--- config.mk ---
export PLATFORM = sky130hd
export DESIGN_NAME = num_postprocessor
export DESIGN_NICKNAME = d
export VERILOG_FILES = /design/src/rtl/mult_pkg.sv /design/src/rtl/pp_skid_buffer.sv /design/src/rtl/num_postprocessor.sv
export SDC_FILE = /design/constraint.sdc
export NUM_CORES = 1
export LEC_CHECK = 0
export ABC_AREA = 1
export BUFFER_PORTS_ARGS = -buffer_cell sky130_fd_sc_hd__buf_2
export CAP_MARGIN = 10
export CORE_ASPECT_RATIO = 0.7
export CORE_MARGIN = 2
export CORE_UTILIZATION = 47
export DETAILED_ROUTE_END_ITERATION = 8
export PLACE_DENSITY = 0.68
export SKIP_CTS_REPAIR_TIMING = 1
export SLEW_MARGIN = 30
export SYNTH_ARGS = -nofsm -noshare
export SYNTH_HDL_FRONTEND = slang
export SYNTH_SLANG_ARGS = --single-unit
--- constraint.sdc ---
create_clock -name sys_clk -period 2.95 [get_ports sys_clk]
set_input_delay 0.4425 -clock sys_clk [delete_from_list [all_inputs] [get_ports sys_clk]]
set_output_delay 0.4425 -clock sys_clk [all_outputs]
set_load 0.02 [all_outputs]
--- src/rtl/mult_pkg.sv ---
// Shared definitions for the Booth-4/Wallace signed multiplier datapath.
// Holds the default operand width, product width and the sign/magnitude payload record.
package mult_pkg;

  localparam int DATA_W_DEF = 16;
  localparam int PROD_W     = 2 * DATA_W_DEF;

  // Largest legal magnitude: (-2^(DATA_W-1))^2
  localparam logic [PROD_W-1:0] MAG_MAX = {2'b01, {(PROD_W-2){1'b0}}};

  typedef struct packed {
    logic [PROD_W-1:0] mag;
    logic              sign;
  } payload_t;

endpackage

--- src/rtl/pp_skid_buffer.sv ---
// Generic 2-entry valid/ready skid buffer: main register M plus skid register K.
// in_ready is registered (~K full), so upstream never sees a combinational ready path.
module pp_skid_buffer #(
  parameter int W = 33
) (
  input  logic         clk,
  input  logic         rst,
  input  logic         in_valid,
  output logic         in_ready,
  input  logic [W-1:0] in_data,
  output logic         out_valid,
  input  logic         out_ready,
  output logic [W-1:0] out_data
);

  logic [W-1:0] m_data_p0, k_data_p0;
  logic         m_vld_p0,  k_vld_p0;
  logic         m_vld_nxt, k_vld_nxt;
  logic         m_load_in, m_load_k, k_load;
  logic         in_xfer;
  logic         rdy_q;

  assign in_xfer   = in_valid & rdy_q;
  assign in_ready  = rdy_q;
  assign out_valid = m_vld_p0;
  assign out_data  = m_data_p0;

  // K can only be full while M is full, and while K is full no input is accepted.
  always_comb begin
    m_vld_nxt = m_vld_p0;
    k_vld_nxt = k_vld_p0;
    m_load_in = 1'b0;
    m_load_k  = 1'b0;
    k_load    = 1'b0;
    if (m_vld_p0 && out_ready) begin
      if (k_vld_p0) begin
        m_load_k  = 1'b1;
        k_vld_nxt = 1'b0;
      end else if (in_xfer) begin
        m_load_in = 1'b1;
      end else begin
        m_vld_nxt = 1'b0;
      end
    end else if (m_vld_p0) begin
      if (in_xfer) begin
        k_load    = 1'b1;
        k_vld_nxt = 1'b1;
      end
    end else if (in_xfer) begin
      m_load_in = 1'b1;
      m_vld_nxt = 1'b1;
    end
  end

  always_ff @(posedge clk) begin
    if (rst) begin
      m_vld_p0 <= 1'b0;
      k_vld_p0 <= 1'b0;
      rdy_q    <= 1'b1;
    end else begin
      m_vld_p0 <= m_vld_nxt;
      k_vld_p0 <= k_vld_nxt;
      rdy_q    <= ~k_vld_nxt;
    end
  end

  always_ff @(posedge clk) begin
    if (m_load_k) begin
      m_data_p0 <= k_data_p0;
    end else if (m_load_in) begin
      m_data_p0 <= in_data;
    end
    if (k_load) begin
      k_data_p0 <= in_data;
    end
  end

endmodule

--- src/rtl/num_postprocessor.sv ---
// Output end of the signed multiplier: turns {magnitude, sign} into a two's-complement
// product behind a skid-buffered input and a registered valid/ready output.
module num_postprocessor
  import mult_pkg::*;
#(
  parameter int DATA_W = mult_pkg::DATA_W_DEF,
  parameter int CNT_W  = 16
) (
  input  logic                  sys_clk,
  input  logic                  sys_rst,
  input  logic                  mag_valid,
  output logic                  mag_ready,
  input  logic [2*DATA_W-1:0]   mag_in,
  input  logic                  sign_in,
  output logic                  res_valid,
  input  logic                  res_ready,
  output logic [2*DATA_W-1:0]   res_data,
  output logic                  res_err,
  output logic [CNT_W-1:0]      res_cnt
);

  localparam int PW = 2 * DATA_W;
  localparam logic [PW-1:0] MAG_LIM = {2'b01, {(PW-2){1'b0}}};

  // Zero magnitude never produces a negative zero.
  function automatic logic signed [PW-1:0] apply_sign(input logic [PW-1:0] mag,
                                                      input logic          sign);
    if (mag == '0)  return '0;
    else if (sign)  return $signed(~mag + PW'(1));
    else            return $signed(mag);
  endfunction

  function automatic logic mag_over(input logic [PW-1:0] mag);
    return mag > MAG_LIM;
  endfunction

  logic [PW:0]          skid_in, skid_out;
  logic                 m_vld_p0;
  logic                 adv_p0;
  logic [PW-1:0]        m_mag_p0;
  logic                 m_sign_p0;
  logic signed [PW-1:0] res_data_p1;
  logic                 res_err_p1;
  logic                 vld_p1;
  logic [CNT_W-1:0]     cnt_q;

  assign skid_in   = {mag_in, sign_in};
  assign m_mag_p0  = skid_out[PW:1];
  assign m_sign_p0 = skid_out[0];
  assign adv_p0    = ~vld_p1 | res_ready;

  pp_skid_buffer #(.W(PW + 1)) u_skid (
    .clk       (sys_clk),
    .rst       (sys_rst),
    .in_valid  (mag_valid),
    .in_ready  (mag_ready),
    .in_data   (skid_in),
    .out_valid (m_vld_p0),
    .out_ready (adv_p0),
    .out_data  (skid_out)
  );

  // Stage p0 -> p1: sign application and range check into the output register.
  always_ff @(posedge sys_clk) begin
    if (sys_rst) begin
      vld_p1      <= 1'b0;
      res_data_p1 <= '0;
      res_err_p1  <= 1'b0;
      cnt_q       <= '0;
    end else begin
      if (adv_p0) begin
        vld_p1 <= m_vld_p0;
        if (m_vld_p0) begin
          res_data_p1 <= apply_sign(m_mag_p0, m_sign_p0);
          res_err_p1  <= mag_over(m_mag_p0);
        end
      end
      if (vld_p1 && res_ready) begin
        cnt_q <= cnt_q + CNT_W'(1);
      end
    end
  end

  assign res_valid = vld_p1;
  assign res_data  = res_data_p1;
  assign res_err   = res_err_p1;
  assign res_cnt   = cnt_q;

endmodule
==> impl_results.md <==
- Core box area: 11200 µm²
- Largest net degree at the start of global routing: 35
- Starting Density: 49.0%
- Wire per inst: 13.6 µm
- DP Worst Slack: 0.845 ns
- Net switching power: 1050 µW
- Outcome: finished, final reports clean
- Ys Warns: 0
- Met1 Use GR: 32.2%
- Net Count, Synth: 698
- Power share of the clock group: 46.1%
- Asr flop ratio synth: 0%
- Mapped Area: 5490 µm²
- Cell Rows: 32
- Layout cell share with drive strength beyond 1: 20.9%
- Hold depth: 1
- Kind of critical path: flop to flop
- Met3 usage: 5.15%
- PortBufs: 87
- Placed Instances: 888
- Synthesized instance count: 659
- Final WS setup: 1.04 ns
- Post-route ant nets: 0
- Yosys reg bits: 119
- Prevailing post-synth register cell: edfxtp_1
- First-pass detailed-route iteration total: 5
- RSZ-0062 raised after global routing: no
- Clock Tree Root: clkbuf_16
- # H-tree levels: 4
- Die width: 133 µm
- Setup violators final: 0
- Final Hold Viols: 0
- DRC Markers: 0
- Logic pwr share: 8.9%
- Met2 GRT Util: 28.9%
- Worst-margin pin slew: 0.815 ns
- Nets: 793
- Critical path endpoint category: flop
- Busiest grt layer: met1
- Vias: 4516
- Initial antenna violation count: 0
- Post-DP HPWL: 8.99 mm
- Reg2Reg Depth: 10
- Avg Cell Area, Syn: 8.34 µm²
- Fin crit share: 64.7%
- CTS tree: yes
- Clock tree sinks: 119
- Worst slew margin: 45.6%
- Overflow after GRT: 0
- Height of the die: 94.5 µm
- Layout area overhead: 21.0%
- Req. time, crit path: 3.26 ns
- Clock slew seen by the registers of the worst setup and hold paths: 0.06 ns
- Inserted Diodes: 0
- Inserted Clock Buffers: 17
- Pleak: 0.00297 µW
- Switch share: 24.7%
- Register share of total power: 45.0%
- Pins Over Slew Limit: 0
- Pwr Total: 4240 µW
- Arrival time worst endpoint: 2.21 ns
- Pint: 3200 µW
- Fin Clk Skew: 0.0109 ns
- Non-filler cells, final: 920
- Final WL: 12.5 mm
- Fmax: 524 MHz
- Final core utilization: 59.3%
- Initial DRC Count: 374
- Maximum capacitance violations: 0
- Routability cong.: 0.933
- Setup TNS: 0 ns
- Sequential fraction of the synthesis area: 55.4%
- Vias in the first global route: 3992
- Number of synthesized flops with an enable pin: 66
- Global-route wire length before repair: 20.2 mm
- VDD IR max: 0.000404 V
- Power density cells: 638 nW/µm²
- Total track usage: 21.1%
- Crit start category: flop
- Top Ports: 88
- Hold Path Class: input port to flop
- Fin crit period: 1.91 ns
- Number of fill cells in the layout: 1019
- Die footprint: 12600 µm²
- Worst skew pair latency: 0.41 ns
- CTS Buffer Depth: 2
- Synth unique cells: 27
- Drt via density: 4.91
- Critical Path Fanout Max: 34
==> layout make-up <==
cell class	count	area [µm²]	share of cell area, %
multi-input combinational	479	2190	33.0
clock buffer	21	472	7.10
timing repair buffer	94	488	7.34
inverter	43	161	2.43
tap	153	191	2.88
clock inverter	11	96.3	1.45
sequential	119	3040	45.8
==> cell usage in the layout (no fill, tap or decap), types with 8 or more instances in the layout <==
cell | Yosys | layout
nand2_1 | 298 | 298
buf_2 | 9 | 87
nor2_1 | 75 | 74
edfxtp_1 | 66 | 66
dfxtp_1 | 53 | 53
inv_1 | 41 | 41
clkbuf_16 | 0 | 18
nand3_1 | 16 | 16
nand3_2 | 14 | 14
o21ai_0 | 13 | 13
nand3b_1 | 10 | 10
xnor2_1 | 9 | 9
nor2_4 | 8 | 8
==> critical path, stage by stage (launching register included) <==
cell and delay [ns]:
dfxtp_1 0.35, inv_1 0.05, nor2_1 0.13, nor2_1 0.09, inv_1 0.10, nor2_4 0.04
inv_2 0.39, o21ai_2 0.11, buf_4 0.28, o21ai_0 0.19, inv_1 0.06
==> kinds of logic after synthesis <==
group / count (synthesis) / synth area share, %
XOR/XNOR: 15 / 2.39
flip-flops: 119 / 55.4
buffers and inverters: 61 / 4.78
adder cells (fa/ha/maj): 2 / 0.455
AND/OR/NAND/NOR: 441 / 35.1
AO/OA/AOI/OAI: 21 / 1.91
==> layer usage <==
layer / up-vias / wire length (µm)
met4: 0 / 145
li1: 2284 / -
met2: 163 / 4910
met1: 2049 / 6530
met3: 20 / 952
met5: - / 0
==> flip-flops by register name, summed over array words and instances, names as in the netlist <==
register / count
res_cnt: 16
res_data: 32
res_err: 1
res_valid: 1
u_skid.in_ready: 1
u_skid.k_data_p0: 33
u_skid.k_vld_p0: 1
u_skid.out_data: 33
u_skid.out_valid: 1
==> Yosys cell counts (3+ instances only) <==
master    instances  area [µm²]
clkbuf_1          6        22.5
inv_1            41         154
nand2_2           4        25.0
nand2_1         298        1120
buf_2             9        45.0
edfxtp_1         66        1980
nor2_2            3        18.8
o21ai_0          13        65.1
nand3_1          16        80.1
nor3b_1           3        22.5
nand3_2          14         140
nor2_1           75         282
buf_6             3        33.8
nand4_1           5        31.3
dfxtp_1          53        1060
nand3b_1         10        75.1
nor2_4            8        90.1
xnor2_1           9        78.8
a21oi_1           7        35.0
xor2_1            6        52.6
==> path summary, 6_finish.rpt <==
check	startpoint	endpoint	slack [ns]
min reg2reg	res_data[12]	res_data[12]	0.44
max reg2reg	res_valid	u_skid.out_valid	1.04
max	res_valid	u_skid.out_valid	1.04
min	mag_in[3]	u_skid.k_data_p0[4]	0.22
==> through the flow <==
| stage | area [µm²] | hold slack, ns |
|---|---|---|
| after global placement | 6080 | 0.432 |
| after detailed placement | 6080 | 0.434 |
| after CTS | 6650 | 0.201 |
| after floorplan | 5490 | 0.437 |
| final | 6650 | 0.218 |
| after global routing | 6650 | 0.196 |
==> power by group through the flow <==
stage               Sequential, µW  Combinational [µW]  Clock, µW
floorplan                     1960                 217          0
global placement              1940                 369          0
detailed placement            1940                 373          0
CTS                           1910                 377       2000
global route                  1920                 418       2090
finish                        1910                 376       1960
Note: power is estimated with default switching activity, not from simulation.
